`src/rtl/parking_gate_ctrl.sv`:
```
// parking_gate_ctrl: shared entry/exit barrier controller with four-slot
// occupancy tracking and status fields for the seven-segment display.
// Optional build macro PARK_GATE_TIMEOUT_EN enables the OPEN timeout counter;
// without it the gate waits in OPEN until the car clears the sensor.
module parking_gate_ctrl #(
  parameter int OPEN_CYCLES = 16
) (
  input  logic       clk,
  input  logic       rst,
  input  logic       entry_req,
  input  logic       exit_req,
  input  logic [1:0] exit_slot,
  input  logic       pass,
  output logic       entry_ack,
  output logic       exit_ack,
  output logic       gate_open,
  output logic       full,
  output logic [1:0] L,
  output logic [2:0] c,
  output logic       err
);

  typedef enum logic [1:0] {ST_IDLE, ST_GRANT, ST_OPEN, ST_CLOSE} state_t;

  state_t     r_state;
  logic [3:0] r_occ;
  logic       r_pend_exit;
  logic [1:0] r_pend_slot;
  logic       r_last_exit;
  logic       r_entry_ack;
  logic       r_exit_ack;
  logic       r_gate_open;
  logic       r_full;
  logic [1:0] r_L;
  logic [2:0] r_c;
  logic       r_err;

`ifdef PARK_GATE_TIMEOUT_EN
  localparam int CNT_W = $clog2(OPEN_CYCLES + 1);
  localparam logic [CNT_W-1:0] CNT_LAST = CNT_W'(OPEN_CYCLES - 1);
  logic [CNT_W-1:0] r_cnt;
`else
  // Without the timeout the gate-open length is irrelevant; nothing is built.
  generate
    if (OPEN_CYCLES < 2) begin : g_open_cycles_ignored
    end
  endgenerate
`endif

  logic       w_entry_elig;
  logic       w_pick_exit;
  logic       w_any_elig;
  logic       w_commit;
  logic [1:0] w_free_slot;
  logic [3:0] w_occ_next;
  logic [2:0] w_used_cnt;
  logic [2:0] w_free_cnt;

  // An entry only competes while a slot is free; a tie goes to the side not served last.
  assign w_entry_elig = entry_req & ~r_full;
  assign w_any_elig   = exit_req | w_entry_elig;
  assign w_pick_exit  = exit_req & (~w_entry_elig | ~r_last_exit);
  assign w_commit     = (r_state == ST_OPEN) & pass;

  // Lowest-index free slot; scanning downward lets the lowest index win.
  always_comb begin
    w_free_slot = 2'd0;
    for (int i = 3; i >= 0; i--) begin
      if (!r_occ[i]) w_free_slot = 2'(i);
    end
  end

  // Bitmap after a committed pass: entry occupies the slot, exit frees it.
  always_comb begin
    w_occ_next = r_occ;
    if (w_commit) w_occ_next[r_pend_slot] = ~r_pend_exit;
  end

  assign w_used_cnt = 3'(w_occ_next[0]) + 3'(w_occ_next[1]) +
                      3'(w_occ_next[2]) + 3'(w_occ_next[3]);
  assign w_free_cnt = 3'd4 - w_used_cnt;

  // Gate sequencing FSM with registered acks, gate drive and status fields.
  always_ff @(posedge clk) begin
    if (rst) begin
      r_state     <= ST_IDLE;
      r_occ       <= 4'd0;
      r_pend_exit <= 1'b0;
      r_pend_slot <= 2'd0;
      r_last_exit <= 1'b0;
      r_entry_ack <= 1'b0;
      r_exit_ack  <= 1'b0;
      r_gate_open <= 1'b0;
      r_full      <= 1'b0;
      r_L         <= 2'd0;
      r_c         <= 3'd4;
      r_err       <= 1'b0;
`ifdef PARK_GATE_TIMEOUT_EN
      r_cnt       <= '0;
`endif
    end else begin
      r_entry_ack <= 1'b0;
      r_exit_ack  <= 1'b0;
      r_err       <= 1'b0;
      // Status fields track the bitmap so they change together with the commit.
      r_occ  <= w_occ_next;
      r_c    <= w_free_cnt;
      r_full <= &w_occ_next;
      if (w_commit && !r_pend_exit) r_L <= r_pend_slot;

      case (r_state)
        ST_IDLE: begin
          if (w_any_elig) begin
            r_state     <= ST_GRANT;
            r_pend_exit <= w_pick_exit;
            if (w_pick_exit) begin
              r_pend_slot <= exit_slot;
              r_exit_ack  <= 1'b1;
              // Error is decided here so it pulses together with the ack.
              r_err       <= ~r_occ[exit_slot];
            end else begin
              r_pend_slot <= w_free_slot;
              r_entry_ack <= 1'b1;
            end
          end
        end
        ST_GRANT: begin
          r_last_exit <= r_pend_exit;
          if (r_pend_exit && !r_occ[r_pend_slot]) begin
            r_state <= ST_IDLE;
          end else begin
            r_state     <= ST_OPEN;
            r_gate_open <= 1'b1;
`ifdef PARK_GATE_TIMEOUT_EN
            r_cnt       <= '0;
`endif
          end
        end
        ST_OPEN: begin
          if (pass) begin
            r_state     <= ST_CLOSE;
            r_gate_open <= 1'b0;
          end
`ifdef PARK_GATE_TIMEOUT_EN
          else if (r_cnt == CNT_LAST) begin
            r_state     <= ST_CLOSE;
            r_gate_open <= 1'b0;
          end else begin
            r_cnt <= r_cnt + CNT_W'(1);
          end
`endif
        end
        ST_CLOSE: begin
          r_state <= ST_IDLE;
        end
        default: begin
          r_state <= ST_IDLE;
        end
      endcase
    end
  end

  assign entry_ack = r_entry_ack;
  assign exit_ack  = r_exit_ack;
  assign gate_open = r_gate_open;
  assign full      = r_full;
  assign L         = r_L;
  assign c         = r_c;
  assign err       = r_err;

endmodule

```
`config.mk`:
```
export PLATFORM = sky130hd
export DESIGN_NAME = parking_gate_ctrl
export DESIGN_NICKNAME = d
export VERILOG_FILES = /design/src/rtl/parking_gate_ctrl.sv
export SDC_FILE = /design/constraint.sdc
export NUM_CORES = 1
export LEC_CHECK = 0
export CAP_MARGIN = 20
export CORE_MARGIN = 2
export CORE_UTILIZATION = 40
export CTS_CLUSTER_SIZE = 24
export DETAILED_ROUTE_END_ITERATION = 10
export GPL_TIMING_DRIVEN = 0
export PLACE_DENSITY = 0.63
export SLEW_MARGIN = 5
export SYNTH_ARGS = -nofsm -noshare
export SYNTH_HDL_FRONTEND = slang
export SYNTH_SLANG_ARGS = --single-unit
export TNS_END_PERCENT = 20
```
`constraint.sdc`:
```
create_clock -name clk -period 4.53 [get_ports clk]
set_input_delay 0.906 -clock clk [delete_from_list [all_inputs] [get_ports clk]]
set_output_delay 0.906 -clock clk [all_outputs]
set_load 0.02 [all_outputs]
```
# --- Word-level counts from Yosys, hierarchy flattened ---
# Index checks and enable logic that the tools add are counted.
# W data, S select, Z words.
word_totals:
  inputBits: 7
  out_inout_bits: 10
  reg_bits: 20
op_classes:
  n_mux: 22
  order_cmp: 3
  eq_ne: 6
  addsub: 4
  bitwise_logic: 13
  n_reduce_logical: 13
op_table:
  columns: ["op", "count"]
  rows:
  - ["$mux W2", 8]
  - ["$not A1 Y1", 8]
  - ["$pmux W2 S4", 1]
  - ["$mux W1", 7]
  - ["$lt A2 B3 Y1 const B", 2]
  - ["$ne A2 B2 Y1 const B", 3]
  - ["$bmux W1 S2", 2]
  - ["$bwmux W4", 1]
  - ["$eq A2 B2 Y1 const B", 2]
  - ["$mux W4", 1]
  - ["$reduce_and A2 Y1", 2]
  - ["$reduce_and A4 Y1", 1]
  - ["$reduce_or A4 Y1", 1]
  - ["$add A2 B1 Y3", 1]
  - ["$add A3 B1 Y3", 1]
  - ["$and A1 B1 Y1", 3]
  - ["$logic_and A1 B1 Y1", 3]
  - ["$reduce_and A3 Y1", 1]
  - ["$reduce_or A3 Y1", 1]
  - ["$sub A3 B3 Y3 const A", 1]
  - ["$add A1 B1 Y2", 1]
  - ["$demux W1 S2", 1]
  - ["$eq A2 B1 Y1 const B", 1]
  - ["$ge A2 B1 Y1 const B", 1]
  - ["other kinds (5)", 7]

# --- Longest topological paths before layout ---
logic_depth:
  depth_word: 10
  ltp_mapped: 10
  mapped_depth_nobuf: 9

# --- Worst setup path before layout ---
# No wires, ideal clock.
synth_path:
  path_type: "input to register"
  startpoint: "input pass"
  endpoint: "register r_c[2] (netlist: c[2])"
  required_time_ns: 4.407
  path_slack_ns: 1.772
  path_stages: 9
  setup_time_ns: 0.123
  t_arrival_ns: 2.635
  cell_sequence: "nand3b_4 -> nor3b_2 -> mux2i_1 -> inv_1 -> fa_1 -> inv_1 -> ha_1 -> ha_1 -> or2_2"
synth_between:
  elab_chain_cells: 6
synth_rtl:
  columns: ["element", "line", "text"]
  rows:
  - ["from (decl)", "13", "input logic pass,"]
  - ["$and A1 B1 Y1", "63", "assign w_commit = (r_state == ST_OPEN) & pass;"]
  - ["$mux W4", "76", "if (w_commit) w_occ_next[r_pend_slot] = ~r_pend_exit;"]
  - ["via w_occ_next[1]", "55", "logic [3:0] w_occ_next;"]
  - ["$add A1 B1 Y2", "79", "assign w_used_cnt = 3'(w_occ_next[0]) + 3'(w_occ_next[1]) +"]
  - ["$add A2 B1 Y3", "79", null]
  - ["$add A3 B1 Y3", "80", "3'(w_occ_next[2]) + 3'(w_occ_next[3]);"]
  - ["$sub A3 B3 Y3", "81", "assign w_free_cnt = 3'd4 - w_used_cnt;"]
  - ["via w_free_cnt[2]", "57", "logic [2:0] w_free_cnt;"]
  - ["to (signal assigned)", "107", "r_c <= w_free_cnt;"]
  - ["to (decl)", "35", "logic [2:0] r_c;"]
# The timed path passes the listed nets, and every way through them passes these cells.
# A chain may end at the register's enable or synchronous reset.

# --- Worst setup path after layout ---
# Ends and elaborated chain as after synthesis.

==> impl_metrics.py <==
metrics = {
    "setup_path": {
        "cp_num_buf_inv": 3,
        "cp_cell_sequence": "clkdlybuf4s50_1, nand3b_4, nor3b_2, mux2i_1, inv_1, fa_1, inv_1, ha_1, ha_1, or2_2",
        "slowest_stage": "clkdlybuf4s50_1",
        "cp-start-kind": "input port",
        "critPathKind": "in2reg",
        "critPathTopFamily": "adder cells",
        "r2r_setup_slack_ns": 2.05,
        "end_kind": "flip-flop",
        "worstPathRequired_ns": 4.74,
        "crit_fanout": 6,
        "cp.arrival_ns": 3.34,
        "crit_path_max_incr_delay_ns": 0.54,
    },
    "sta": {
        "worst_pin_slew_ns": 0.456,
        "max_freq_mhz": 320,
        "finalWorstSetupSlack_ns": 1.40,
        "min_period_over_period_pct": 69.1,
        "drv_slew": 0,
        "hold_viol_final": 0,
        "setup_viol": 0,
        "setup_tns_ns": 0,
        "min_period_ns": 3.13,
        "rsz0062_at_grt": "no",
        "slew_headroom_pct": 69.3,
        "fin_skew_ns": 0.00929,
        "whs_ns": 0.461,
    },
    "synth": {
        "synthDistinctLibCells": 34,
        "synth_nets": 108,
        "synth_area_leaders": "dfxtp_1 43%, mux2i_1 5.4%, mux4_2 4.9%",
        "ys_warn_count": 0,
        "synth-seq-cells": 20,
        "async_flop_share_pct": 0,
        "ys.flop_type": "dfxtp_1",
        "yosysTopAreaCell": "dfxtp_1",
        "avgSynthCellArea_um2": 9.44,
        "syn_area_um2": 925,
        "yosysTopAreaCellShare_pct": 43.3,
        "ys_seq_area_share_pct": 43.3,
        "syn_inst": 98,
        "synth_edf_count": 0,
    },
    "die": {
        "die-area_mm2": 0.00271,
        "rows": 17,
        "start_util_pct": 42.2,
        "die_x_um": 52.1,
        "core_mm2": 0.00219,
        "ios": 17,
        "fp.dieH_um": 52.1,
    },
    "finish": {
        "layout_commonest_cell": "dfxtp_1",
        "final_nets": 128,
        "layout_common_cells": "20 x dfxtp_1, 15 x clkdlybuf4s50_1, 9 x inv_1, 9 x nor2_1, 8 x nand2_1",
        "drive_gt1_share_pct": 10.3,
        "finalNonFillerCells": 145,
        "syn_to_final_growth_pct": 25.7,
        "diodes": 0,
        "finish.instance_area_mm2": 0.00116,
        "final_util_pct": 53.1,
    },
    "clocking": {
        "htree_levels": 1,
        "clk_pin_slew_ns": 0.12,
        "cts_inserted_buffers": 3,
        "holdBufCountCts": 0,
        "cts_tree": "yes",
        "post_cts_buffers": 0,
        "cts_sinks": 20,
        "post_cts_resize_count": 0,
        "clockBufferDepth": 2,
        "insertion_delay_ns": 0.31,
        "root_buffer": "clkbuf_4",
    },
    "detailed_routing": {
        "wl_per_cell_um": 12.4,
        "vias": 743,
        "drt-initial-drc-count": 9,
        "drc_errors": 0,
        "routed_wl_mm": 1.80,
        "ant_nets": 0,
        "viasPerCell": 5.12,
        "drtPass1Iterations": 4,
    },
    "placed_design": {
        "place_area_mm2": 0.00111,
        "place_ws_ns": 1.06,
        "dp_hpwl_mm": 1.34,
        "io_buffers": 15,
        "gp_congestion": 0.789,
        "dp_cells": 141,
    },
    "global_routing": {
        "grt_pass1_vias": 683,
        "grt_use_total_pct": 15.6,
        "grt_max_degree": 13,
        "antenna_found_initial": 0,
        "grt_pass1_wl_mm": 3.07,
        "overflow": 0,
    },
    "flow_run": {
        "cap_violations": 0,
    },
    "power": {
        "finalPower_mw": 0.412,
        "power_density_mw_per_mm2": 355,
        "leakage_nw": 0.436,
        "vdd_drop_max_v": 0.000197,
    },
    "hold_path": {
        "hp-class": "reg2reg",
    },
    "outcome": {
        "status": "complete, no violations",
    },
}
==> cell families after synthesis <==
logic type / Yosys count / synth area share, %
buffers and inverters: 12 / 5.01
AND/OR/NAND/NOR: 37 / 23.8
flip-flops: 20 / 43.3
adder cells (fa/ha/maj): 3 / 4.87
multiplexers: 7 / 10.3
AO/OA/AOI/OAI: 19 / 12.7
==> state kept, by name, summed over array words and instances (netlist names), named ones only <==
name         flops
entry_ack        1
r_pend_exit      1
r_state          1
c                3
exit_ack         1
gate_open        1
r_occ            4
err              1
full             1
r_pend_slot      2
L                2
r_last_exit      1
==> path summary, 6_finish.rpt <==
path,startpoint,endpoint,cells after the start
max,pass,c[2],10
min,gate_open,gate_open,2
max reg2reg,flip-flop,c[2],9
min reg2reg,gate_open,gate_open,2
==> tightest hold or removal path, stage by stage, from the launching register on <==
cell and delay (ns):
dfxtp_1 0.33, nand2_1 0.05, a21oi_1 0.05
==> Yosys cell counts (2+ instances only) <==
cell type	n
dfxtp_1	20
ha_1	2
mux2i_1	5
nor2b_1	4
nor2_1	9
inv_1	9
o21ai_0	5
mux4_2	2
nor3_1	4
a21oi_1	6
clkbuf_1	2
nand2_1	8
==> area by class of cell <==
cell class / count / area (um2)
timing repair buffer: 15 / 150
tap: 28 / 35.0
buffer: 3 / 12.5
inverter: 9 / 33.8
clock inverter: 1 / 30.0
clock buffer: 3 / 22.5
fill: 202 / 1030
sequential: 20 / 400
multi-input combinational: 66 / 478
==> layer usage <==
metal | routed length (um) | track usage, % | vias up
met4 | 39 | 7.89 | 0
met5 | 0 | 0 | -
met3 | 56 | 2.59 | 5
met2 | 865 | 25.7 | 10
li1 | - | - | 380
met1 | 840 | 19.4 | 348
==> where the power goes <==
part	total [mW]	switching (mW)	internal, mW
clock network	0.148	0.0587	0.0895
registers	0.198	0.0103	0.187
logic	0.0662	0.0345	0.0317
total	0.412	0.104	0.308
Power figures use the tool's default switching activity.
